File: src/rtl/fifo_pkg.sv
// Shared definitions for the asynchronous FIFO: default geometry, pointer type
// and Gray-code conversions used on both clock domains.
package fifo_pkg;

  localparam int unsigned DEF_DATA_WIDTH = 32;
  localparam int unsigned DEF_ADDR_WIDTH = 5;
  localparam int unsigned PTR_WIDTH      = DEF_ADDR_WIDTH + 1;

  typedef logic [PTR_WIDTH-1:0] ptr_t;

  function automatic ptr_t bin2gray(input ptr_t b);
    return b ^ (b >> 1);
  endfunction

  // Each binary bit is the XOR of all Gray bits at or above its position.
  function automatic ptr_t gray2bin(input ptr_t g);
    ptr_t b;
    b = '0;
    for (int i = 0; i < int'(PTR_WIDTH); i++) begin
      b[i] = ^(g >> i);
    end
    return b;
  endfunction

endpackage

File: src/rtl/fifo_rd_ctrl_if.sv
// Read-side port of the asynchronous FIFO: consumer handshake, storage read
// path and the Gray pointers exchanged with the write domain.
interface fifo_rd_ctrl_if #(
  parameter int unsigned DATA_WIDTH = fifo_pkg::DEF_DATA_WIDTH,
  parameter int unsigned ADDR_WIDTH = fifo_pkg::DEF_ADDR_WIDTH
);

  logic                  read_enable;
  logic [ADDR_WIDTH-1:0] aempty_value;
  logic [ADDR_WIDTH:0]   wptr_gray;
  logic [ADDR_WIDTH:0]   rptr_gray;
  logic [ADDR_WIDTH-1:0] mem_raddr;
  logic [DATA_WIDTH-1:0] mem_rdata;
  logic [DATA_WIDTH-1:0] read_data;
  logic                  rdempty;
  logic                  rd_almost_empty;
  logic                  underflow;
  logic [ADDR_WIDTH:0]   fifo_read_count;
  logic [ADDR_WIDTH:0]   rd_level;

  // Consumer / environment side.
  modport master (
    output read_enable, aempty_value, wptr_gray, mem_rdata,
    input  rptr_gray, mem_raddr, read_data, rdempty, rd_almost_empty,
           underflow, fifo_read_count, rd_level
  );

  // Read controller side.
  modport slave (
    input  read_enable, aempty_value, wptr_gray, mem_rdata,
    output rptr_gray, mem_raddr, read_data, rdempty, rd_almost_empty,
           underflow, fifo_read_count, rd_level
  );

endinterface

File: src/rtl/ptr_sync_2ff.sv
// Two-flop synchronizer for a Gray-coded pointer crossing into this clock
// domain; clr gives a synchronous clear alongside the asynchronous reset.
module ptr_sync_2ff #(
  parameter int unsigned WIDTH = 6
) (
  input  logic             clk,
  input  logic             rst,
  input  logic             clr,
  input  logic [WIDTH-1:0] d,
  output logic [WIDTH-1:0] q
);

  logic [WIDTH-1:0] meta_q;
  logic [WIDTH-1:0] sync_q;

  always_ff @(posedge clk or posedge rst) begin
    if (rst) begin
      meta_q <= '0;
      sync_q <= '0;
    end else if (clr) begin
      meta_q <= '0;
      sync_q <= '0;
    end else begin
      meta_q <= d;
      sync_q <= meta_q;
    end
  end

  assign q = sync_q;

endmodule

File: src/rtl/fifo_rd_ctrl.sv
// Read-domain controller of the asynchronous FIFO: synchronizes the write
// pointer, advances the read pointer and produces registered data and status.
module fifo_rd_ctrl
  import fifo_pkg::*;
#(
  parameter int unsigned DATA_WIDTH = DEF_DATA_WIDTH,
  parameter int unsigned ADDR_WIDTH = DEF_ADDR_WIDTH
) (
  input logic           rclk,
  input logic           hw_rst,
  input logic           sw_rst,
  fifo_rd_ctrl_if.slave bus
);

  localparam int unsigned PW = ADDR_WIDTH + 1;

  logic [PW-1:0]         wq2;
  logic [PW-1:0]         wbin_s;
  logic [PW-1:0]         rbin_q;
  logic [PW-1:0]         rbin_next;
  logic [PW-1:0]         rgray_q;
  logic [PW-1:0]         rgray_next;
  logic [PW-1:0]         level_next;
  logic [PW-1:0]         level_q;
  logic [PW-1:0]         count_q;
  logic [DATA_WIDTH-1:0] data_q;
  logic                  empty_q;
  logic                  aempty_q;
  logic                  uflow_q;
  logic                  rd_ok;

  ptr_sync_2ff #(
    .WIDTH (PW)
  ) u_wptr_sync (
    .clk (rclk),
    .rst (hw_rst),
    .clr (sw_rst),
    .d   (bus.wptr_gray),
    .q   (wq2)
  );

  // Gray to binary without a bit-serial chain: each bit is a prefix XOR.
  always_comb begin
    wbin_s = '0;
    for (int i = 0; i < int'(PW); i++) begin
      wbin_s[i] = ^(wq2 >> i);
    end
  end

  assign rd_ok      = bus.read_enable & ~empty_q;
  assign rbin_next  = rbin_q + PW'(rd_ok);
  assign rgray_next = rbin_next ^ (rbin_next >> 1);
  assign level_next = wbin_s - rbin_next;

  always_ff @(posedge rclk or posedge hw_rst) begin
    if (hw_rst) begin
      rbin_q   <= '0;
      rgray_q  <= '0;
      count_q  <= '0;
      data_q   <= '0;
      level_q  <= '0;
      empty_q  <= 1'b1;
      aempty_q <= 1'b1;
      uflow_q  <= 1'b0;
    end else if (sw_rst) begin
      rbin_q   <= '0;
      rgray_q  <= '0;
      count_q  <= '0;
      data_q   <= '0;
      level_q  <= '0;
      empty_q  <= 1'b1;
      aempty_q <= 1'b1;
      uflow_q  <= 1'b0;
    end else begin
      rbin_q   <= rbin_next;
      rgray_q  <= rgray_next;
      empty_q  <= (rgray_next == wq2);
      level_q  <= level_next;
      aempty_q <= (level_next <= PW'(bus.aempty_value));
      uflow_q  <= bus.read_enable & empty_q;
      if (rd_ok) begin
        data_q  <= bus.mem_rdata;
        count_q <= count_q + PW'(1);
      end
    end
  end

  assign bus.rptr_gray       = rgray_q;
  assign bus.mem_raddr       = rbin_q[ADDR_WIDTH-1:0];
  assign bus.read_data       = data_q;
  assign bus.rdempty         = empty_q;
  assign bus.rd_almost_empty = aempty_q;
  assign bus.underflow       = uflow_q;
  assign bus.fifo_read_count = count_q;
  assign bus.rd_level        = level_q;

endmodule

File: src/flat_wrapper.sv
// flat-port wrapper written by rule: the top's interface ports become plain ports
module fifo_rd_ctrl_flat import fifo_pkg::*;
#(
  parameter int unsigned DATA_WIDTH = DEF_DATA_WIDTH,
  parameter int unsigned ADDR_WIDTH = DEF_ADDR_WIDTH
)
  (rclk, hw_rst, sw_rst, bus_read_enable, bus_aempty_value, bus_wptr_gray, bus_mem_rdata, bus_rptr_gray, bus_mem_raddr, bus_read_data, bus_rdempty, bus_rd_almost_empty, bus_underflow, bus_fifo_read_count, bus_rd_level);
  fifo_rd_ctrl_if #(.DATA_WIDTH(DATA_WIDTH), .ADDR_WIDTH(ADDR_WIDTH)) bus_i ();
  input logic rclk;
  input logic hw_rst;
  input logic sw_rst;
  input wire logic [$bits(bus_i.read_enable)-1:0] bus_read_enable;
  input wire logic [$bits(bus_i.aempty_value)-1:0] bus_aempty_value;
  input wire logic [$bits(bus_i.wptr_gray)-1:0] bus_wptr_gray;
  input wire logic [$bits(bus_i.mem_rdata)-1:0] bus_mem_rdata;
  output wire logic [$bits(bus_i.rptr_gray)-1:0] bus_rptr_gray;
  output wire logic [$bits(bus_i.mem_raddr)-1:0] bus_mem_raddr;
  output wire logic [$bits(bus_i.read_data)-1:0] bus_read_data;
  output wire logic [$bits(bus_i.rdempty)-1:0] bus_rdempty;
  output wire logic [$bits(bus_i.rd_almost_empty)-1:0] bus_rd_almost_empty;
  output wire logic [$bits(bus_i.underflow)-1:0] bus_underflow;
  output wire logic [$bits(bus_i.fifo_read_count)-1:0] bus_fifo_read_count;
  output wire logic [$bits(bus_i.rd_level)-1:0] bus_rd_level;
  assign bus_i.read_enable = bus_read_enable;
  assign bus_i.aempty_value = bus_aempty_value;
  assign bus_i.wptr_gray = bus_wptr_gray;
  assign bus_i.mem_rdata = bus_mem_rdata;
  assign bus_rptr_gray = bus_i.rptr_gray;
  assign bus_mem_raddr = bus_i.mem_raddr;
  assign bus_read_data = bus_i.read_data;
  assign bus_rdempty = bus_i.rdempty;
  assign bus_rd_almost_empty = bus_i.rd_almost_empty;
  assign bus_underflow = bus_i.underflow;
  assign bus_fifo_read_count = bus_i.fifo_read_count;
  assign bus_rd_level = bus_i.rd_level;
  fifo_rd_ctrl #(.DATA_WIDTH(DATA_WIDTH), .ADDR_WIDTH(ADDR_WIDTH)) u_core (.rclk(rclk), .hw_rst(hw_rst), .sw_rst(sw_rst), .bus(bus_i));
endmodule
File: config.mk
export PLATFORM = sky130hd
export DESIGN_NAME = fifo_rd_ctrl_flat
export DESIGN_NICKNAME = d
export VERILOG_FILES = /design/src/rtl/fifo_pkg.sv /design/src/rtl/fifo_rd_ctrl_if.sv /design/src/rtl/ptr_sync_2ff.sv /design/src/rtl/fifo_rd_ctrl.sv /design/src/flat_wrapper.sv
export SDC_FILE = /design/constraint.sdc
export NUM_CORES = 1
export LEC_CHECK = 0
export ABC_AREA = 1
export BUFFER_PORTS_ARGS = -buffer_cell sky130_fd_sc_hd__buf_2
export CAP_MARGIN = 25
export CORE_MARGIN = 2
export CORE_UTILIZATION = 55
export CTS_CLUSTER_DIAMETER = 100
export DETAILED_ROUTE_END_ITERATION = 16
export MAX_ROUTING_LAYER = met4
export PLACE_DENSITY = 0.85
export SYNTH_ARGS = -nofsm -noshare
export SYNTH_HDL_FRONTEND = slang
export SYNTH_SLANG_ARGS = --single-unit
File: constraint.sdc
create_clock -name rclk -period 6.1 [get_ports rclk]
set_input_delay 0.305 -clock rclk [delete_from_list [all_inputs] [get_ports rclk]]
set_output_delay 0.305 -clock rclk [all_outputs]
set_load 0.005 [all_outputs]
# After elaboration in Yosys (flattened, before gate mapping)
# Index checks and enable logic that the tools add are counted.
dict set report totals {
  ff_bits 71
  inputBits 47
  word_cells 38
}
dict set report classes {
  add_sub_neg 3
  magnitude_cmp 1
  eq_ne 1
  n_mux 12
  bitwise_logic 4
  n_reduce_logical 7
}
# operator n
set ops {}
lappend ops {{two-way mux 32 bit} 2}
lappend ops {{two-way mux 6 bit} 7}
lappend ops {{XOR reduction 6 bit} 6}
lappend ops {{adder 6 x 1 -> 6 bit} 1}
lappend ops {{adder 6 x 1 -> 6 bit, second input constant} 1}
lappend ops {{equality test 6 bit} 1}
lappend ops {{<= comparator 6 x 5 -> 1 bit} 1}
lappend ops {{subtractor 6 bit} 1}
lappend ops {{bitwise XOR 6 x 5 -> 6 bit} 1}
lappend ops {{two-way mux 1 bit} 3}
lappend ops {{bitwise AND 1 bit} 2}
lappend ops {{nonzero test 2 bit} 1}
lappend ops {{inverter 1 bit} 1}

# Logic depth before layout (Yosys ltp)
dict set report logic_depth {
  depth_word 6
  mapped_depth 20
}

# By module
# A second synthesis with hierarchy kept.
dict set report unflattened {
  hier_cells 401
  hier_area_um2 3316.9
}
# mod n_inst cells_each area_each_um2 seq_area_each_um2
set by_module_without_submodules {}
lappend by_module_without_submodules {fifo_rd_ctrl 1 363 2911.5 1453.9}
lappend by_module_without_submodules {ptr_sync_2ff 1 38 405.4 300.3}

# Worst setup path before layout
# OpenSTA, ideal clock, no wires.
dict set report synth_timing {
  path_type {reg-to-reg}
  startpoint {register u_core.empty_q, in the netlist u_core.bus.rdempty}
  endpoint {register u_core.aempty_q, in the netlist u_core.bus.rd_almost_empty}
  setup_time_ns 0.072
  arrival_ns 3.207
  slack_ns 2.821
  stages_incl_launch_ff 20
  period_less_slack_ns 3.279
  cell_sequence {dfstp_2 -> inv_1 -> nand2_2 -> clkinv_1 -> clkbuf_1 -> ha_1 -> nand3_2 -> nand2_4 -> ha_1 -> inv_1 -> o31ai_1 -> xor2_1 -> inv_1 -> ha_1 -> nand2_1 -> o21ai_0 -> a21oi_1 -> nand3b_1 -> nand2_1 -> inv_1}
}
dict set report synth_between {
  elab_chain_len 6
}
# item line_no
set synth_lines {}
lappend synth_lines {{start, declared} fifo_rd_ctrl.sv:27} ;# logic empty_q;
lappend synth_lines {{start signal, assigned} fifo_rd_ctrl.sv:77} ;# empty_q <= (rgray_next == wq2);
lappend synth_lines {{inverter 1 bit} fifo_rd_ctrl.sv:50} ;# assign rd_ok = bus.read_enable & ~empty_q;
lappend synth_lines {{bitwise AND 1 bit} fifo_rd_ctrl.sv:50}
lappend synth_lines {{adder 6 x 1 -> 6 bit} fifo_rd_ctrl.sv:51} ;# assign rbin_next = rbin_q + PW'(rd_ok);
lappend synth_lines {{subtractor 6 bit} fifo_rd_ctrl.sv:53} ;# assign level_next = wbin_s - rbin_next;
lappend synth_lines {{<= comparator 6 x 5 -> 1 bit} fifo_rd_ctrl.sv:79} ;# aempty_q <= (level_next <= PW'(bus.aempty_value));
lappend synth_lines {{two-way mux 1 bit} fifo_rd_ctrl.sv:65} ;# end else if (sw_rst) begin
lappend synth_lines {{end signal, assigned} fifo_rd_ctrl.sv:79}
lappend synth_lines {{end, declared} fifo_rd_ctrl.sv:28} ;# logic aempty_q;
# Every way passes these cells.
# A chain may end at the register's enable or synchronous reset.

# Worst setup path after layout
# Same ends and word-level chain as after synthesis.

==> flow_summary.ini <==
[pwr]
p_comb_frac = 0.182
switching_share = 0.274
p_per_area_nw_per_um2 = 279
p_leak_nw = 2.45
p_sw_w = 0.000325
ir_worst_vdd_uv = 219
pwr-share-seq = 0.433
clkPwrFrac = 0.385
p_int_w = 0.000858

[worst_setup_path]
start_kind = flop
cp.required_ns = 6.38
crit_start = u_core.bus.rdempty
end_kind = flop
path_class = reg2reg
cp_max_fo = 37
worstPathArrival_ns = 4.67
rr_startpoint = u_core.bus.rdempty

[global_route]
grt_max_degree = 71
first_global_vias = 2794
met1_usage = 0.311
grtUsageMet3 = 0.0587
grt_antenna_before_repair = 0
grt_usage = 0.247
gr-max-usage-layer = met2
grt_overflow_total = 0
grt_pass1_wl_um = 12300
grt_use_met2 = 0.389

[run_status]
status = complete, no violations

[finish]
antennaDiodeCount = 0
drive_gt1_frac = 0.277
final_cell_area_sq_um = 4230
nets = 568
utilization = 0.711
n_fill_cell = 485
area_delta_synth_final_pct = 24.5
multi_input_area_sq_um = 1370
seq_area_sq_um = 1750

[synth]
ys_top_cells_by_count = nand2_1, dfrtp_1, inv_1
synth_ff_type = dfrtp_1
ys_seq_area_frac = 0.516
synth-async-reset-ratio = 1.00
ys_seq_elements = 70
yosysWarnings = 0
syn_nets = 466
yosys.cell_count.top_type = nand2_1
synth_area_sq_um = 3400
synthTopCellsByArea = dfrtp_1, nand2_1, nand3_1
syn_inst = 405
synth_top_area_cell = dfrtp_1
synth_edf_count = 0
synth_cell_types = 31
syn_avg_cell_area_sq_um = 8.40
synth_top_area_frac = 0.500

[clocking]
cts-root-buf = clkbuf_8
post_cts_resized = 0
postCtsSetupBuffers = 0
cts.sinks = 70
clock_latency_ns = 0.34
cts_buffers = 9
clock_path_buffers = 2
clk_pin_slew_ns = 0.08
cts_tree = done
ctsHoldBuffers = 0
cts_max_level = 3

[route]
wirelength_um = 7660
viasPerCell = 5.14
ant_nets = 0
first_iter_violations = 217
post_drt_wl_per_cell_um = 13.0
dr.pass1.iters = 5
drc = 0
vias = 3018

[floorplan]
coreArea_sq_um = 5960
num_io_pins = 105
die_area_sq_um = 6830
die_x_um = 82.6
start_util = 0.571
rows = 28
dieHeight_um = 82.6

[sta]
finalCriticalPeriod_ns = 4.39
skew_ns = 0.00464
setup_viol = 0
tns_ns = 0
holdWs_ns = 0.157
maxSlewViolCount = 0
tightest_slew_ns = 0.835
relSlewSlack = 0.443
hold_viol_final = 0
max_freq_mhz = 228
rsz0062_at_grt = no
timing.final.crit_share = 0.720

[placed_design]
io_buffers = 104
post-dp-hpwl_um = 5340
gp_congestion = 0.909
postPlaceCellArea_sq_um = 3960

[hold_path]
hold_class = in2reg
holdCritStartpoint = bus_wptr_gray[2]

[run]
max-cap-violations = 0
==> cell type report <==
type,instances,area share
multi-input combinational,263,0.323
sequential,70,0.414
inverter,56,0.0496
clock inverter,7,0.0287
tap,75,0.0222
timing repair buffer,107,0.133
clock buffer,9,0.0293
==> routing by layer <==
| metal | vias up | part of all wire |
|---|---|---|
| met5 | - | 0 |
| met4 | 0 | 0.019 |
| met3 | 15 | 0.066 |
| met2 | 113 | 0.51 |
| met1 | 1415 | 0.40 |
| li1 | 1475 | - |
==> worst paths after layout <==
path                            slack (ns)  cells past startpoint                           end
worst max-delay path                  1.71                     18    u_core.bus.rd_almost_empty
worst min-delay path                  0.16                      3  u_core.u_wptr_sync.meta_q[2]
worst max register to register        1.71                     18    u_core.bus.rd_almost_empty
worst min register to register        0.47                      2       u_core.u_wptr_sync.q[2]
max in group asynchronous             5.35                      3        u_core.bus.rd_level[5]
min in group asynchronous             0.21                      3       u_core.u_wptr_sync.q[5]
==> flip-flops by register name, summed over array words and instances (netlist names) <==
signal,flops
u_core.bus.read_data,32
u_core.bus.fifo_read_count,6
u_core.bus.rd_level,6
u_core.rbin_q,6
u_core.u_wptr_sync.meta_q,6
u_core.u_wptr_sync.q,6
u_core.bus.rptr_gray,5
u_core.bus.rd_almost_empty,1
u_core.bus.rdempty,1
u_core.bus.underflow,1
==> power by group through the flow <==
stage | clock, W | combinational, W | sequential, W
after floorplan | 0 | 0.000130 | 0.000523
after global placement | 0 | 0.000198 | 0.000519
after detailed placement | 0 | 0.000211 | 0.000520
after CTS | 0.000458 | 0.000212 | 0.000512
after global routing | 0.000483 | 0.000245 | 0.000516
final | 0.000456 | 0.000215 | 0.000512
==> through the flow <==
step	worst slack [ns]	power [W]	std cells
after floorplan	2.82	0.000652	405
after global placement	1.95	0.000717	570
after detailed placement	1.79	0.000731	570
after CTS	1.75	0.00118	586
after global routing	1.24	0.00124	587
final	1.71	0.00118	587
==> worst max-delay path, cell delays in order, from the launching register on <==
cell,delay [ns]
dfstp_2,0.55
inv_1,0.05
nand2_2,0.46
clkinv_1,0.64
ha_1,0.46
nand3_2,0.15
nand2_4,0.09
ha_1,0.32
inv_1,0.08
o31ai_1,0.36
xor2_1,0.23
inv_1,0.06
ha_1,0.29
nand2_1,0.07
o21ai_0,0.17
a21oi_1,0.08
nand3b_1,0.15
nand2_1,0.07
inv_1,0.03
==> cell usage in the layout (no fill, tap or decap), types with 5 or more instances in the layout <==
master and instances:
o21ai_0 6, nand2_2 7, clkbuf_8 9, ha_1 13, dfrtp_1 68, nand3_1 49
xor2_1 5, nor3_1 5, a21oi_1 27, buf_2 104, inv_1 51, nand2_1 94
nor2_1 37
==> kinds of logic after synthesis <==
logic type,synth area share
flip-flops,0.516
AO/OA/AOI/OAI,0.0592
buffers and inverters,0.0824
AND/OR/NAND/NOR,0.259
adder cells (fa/ha/maj),0.0537
XOR/XNOR,0.0302
Note: power is estimated with default switching activity, not from simulation.
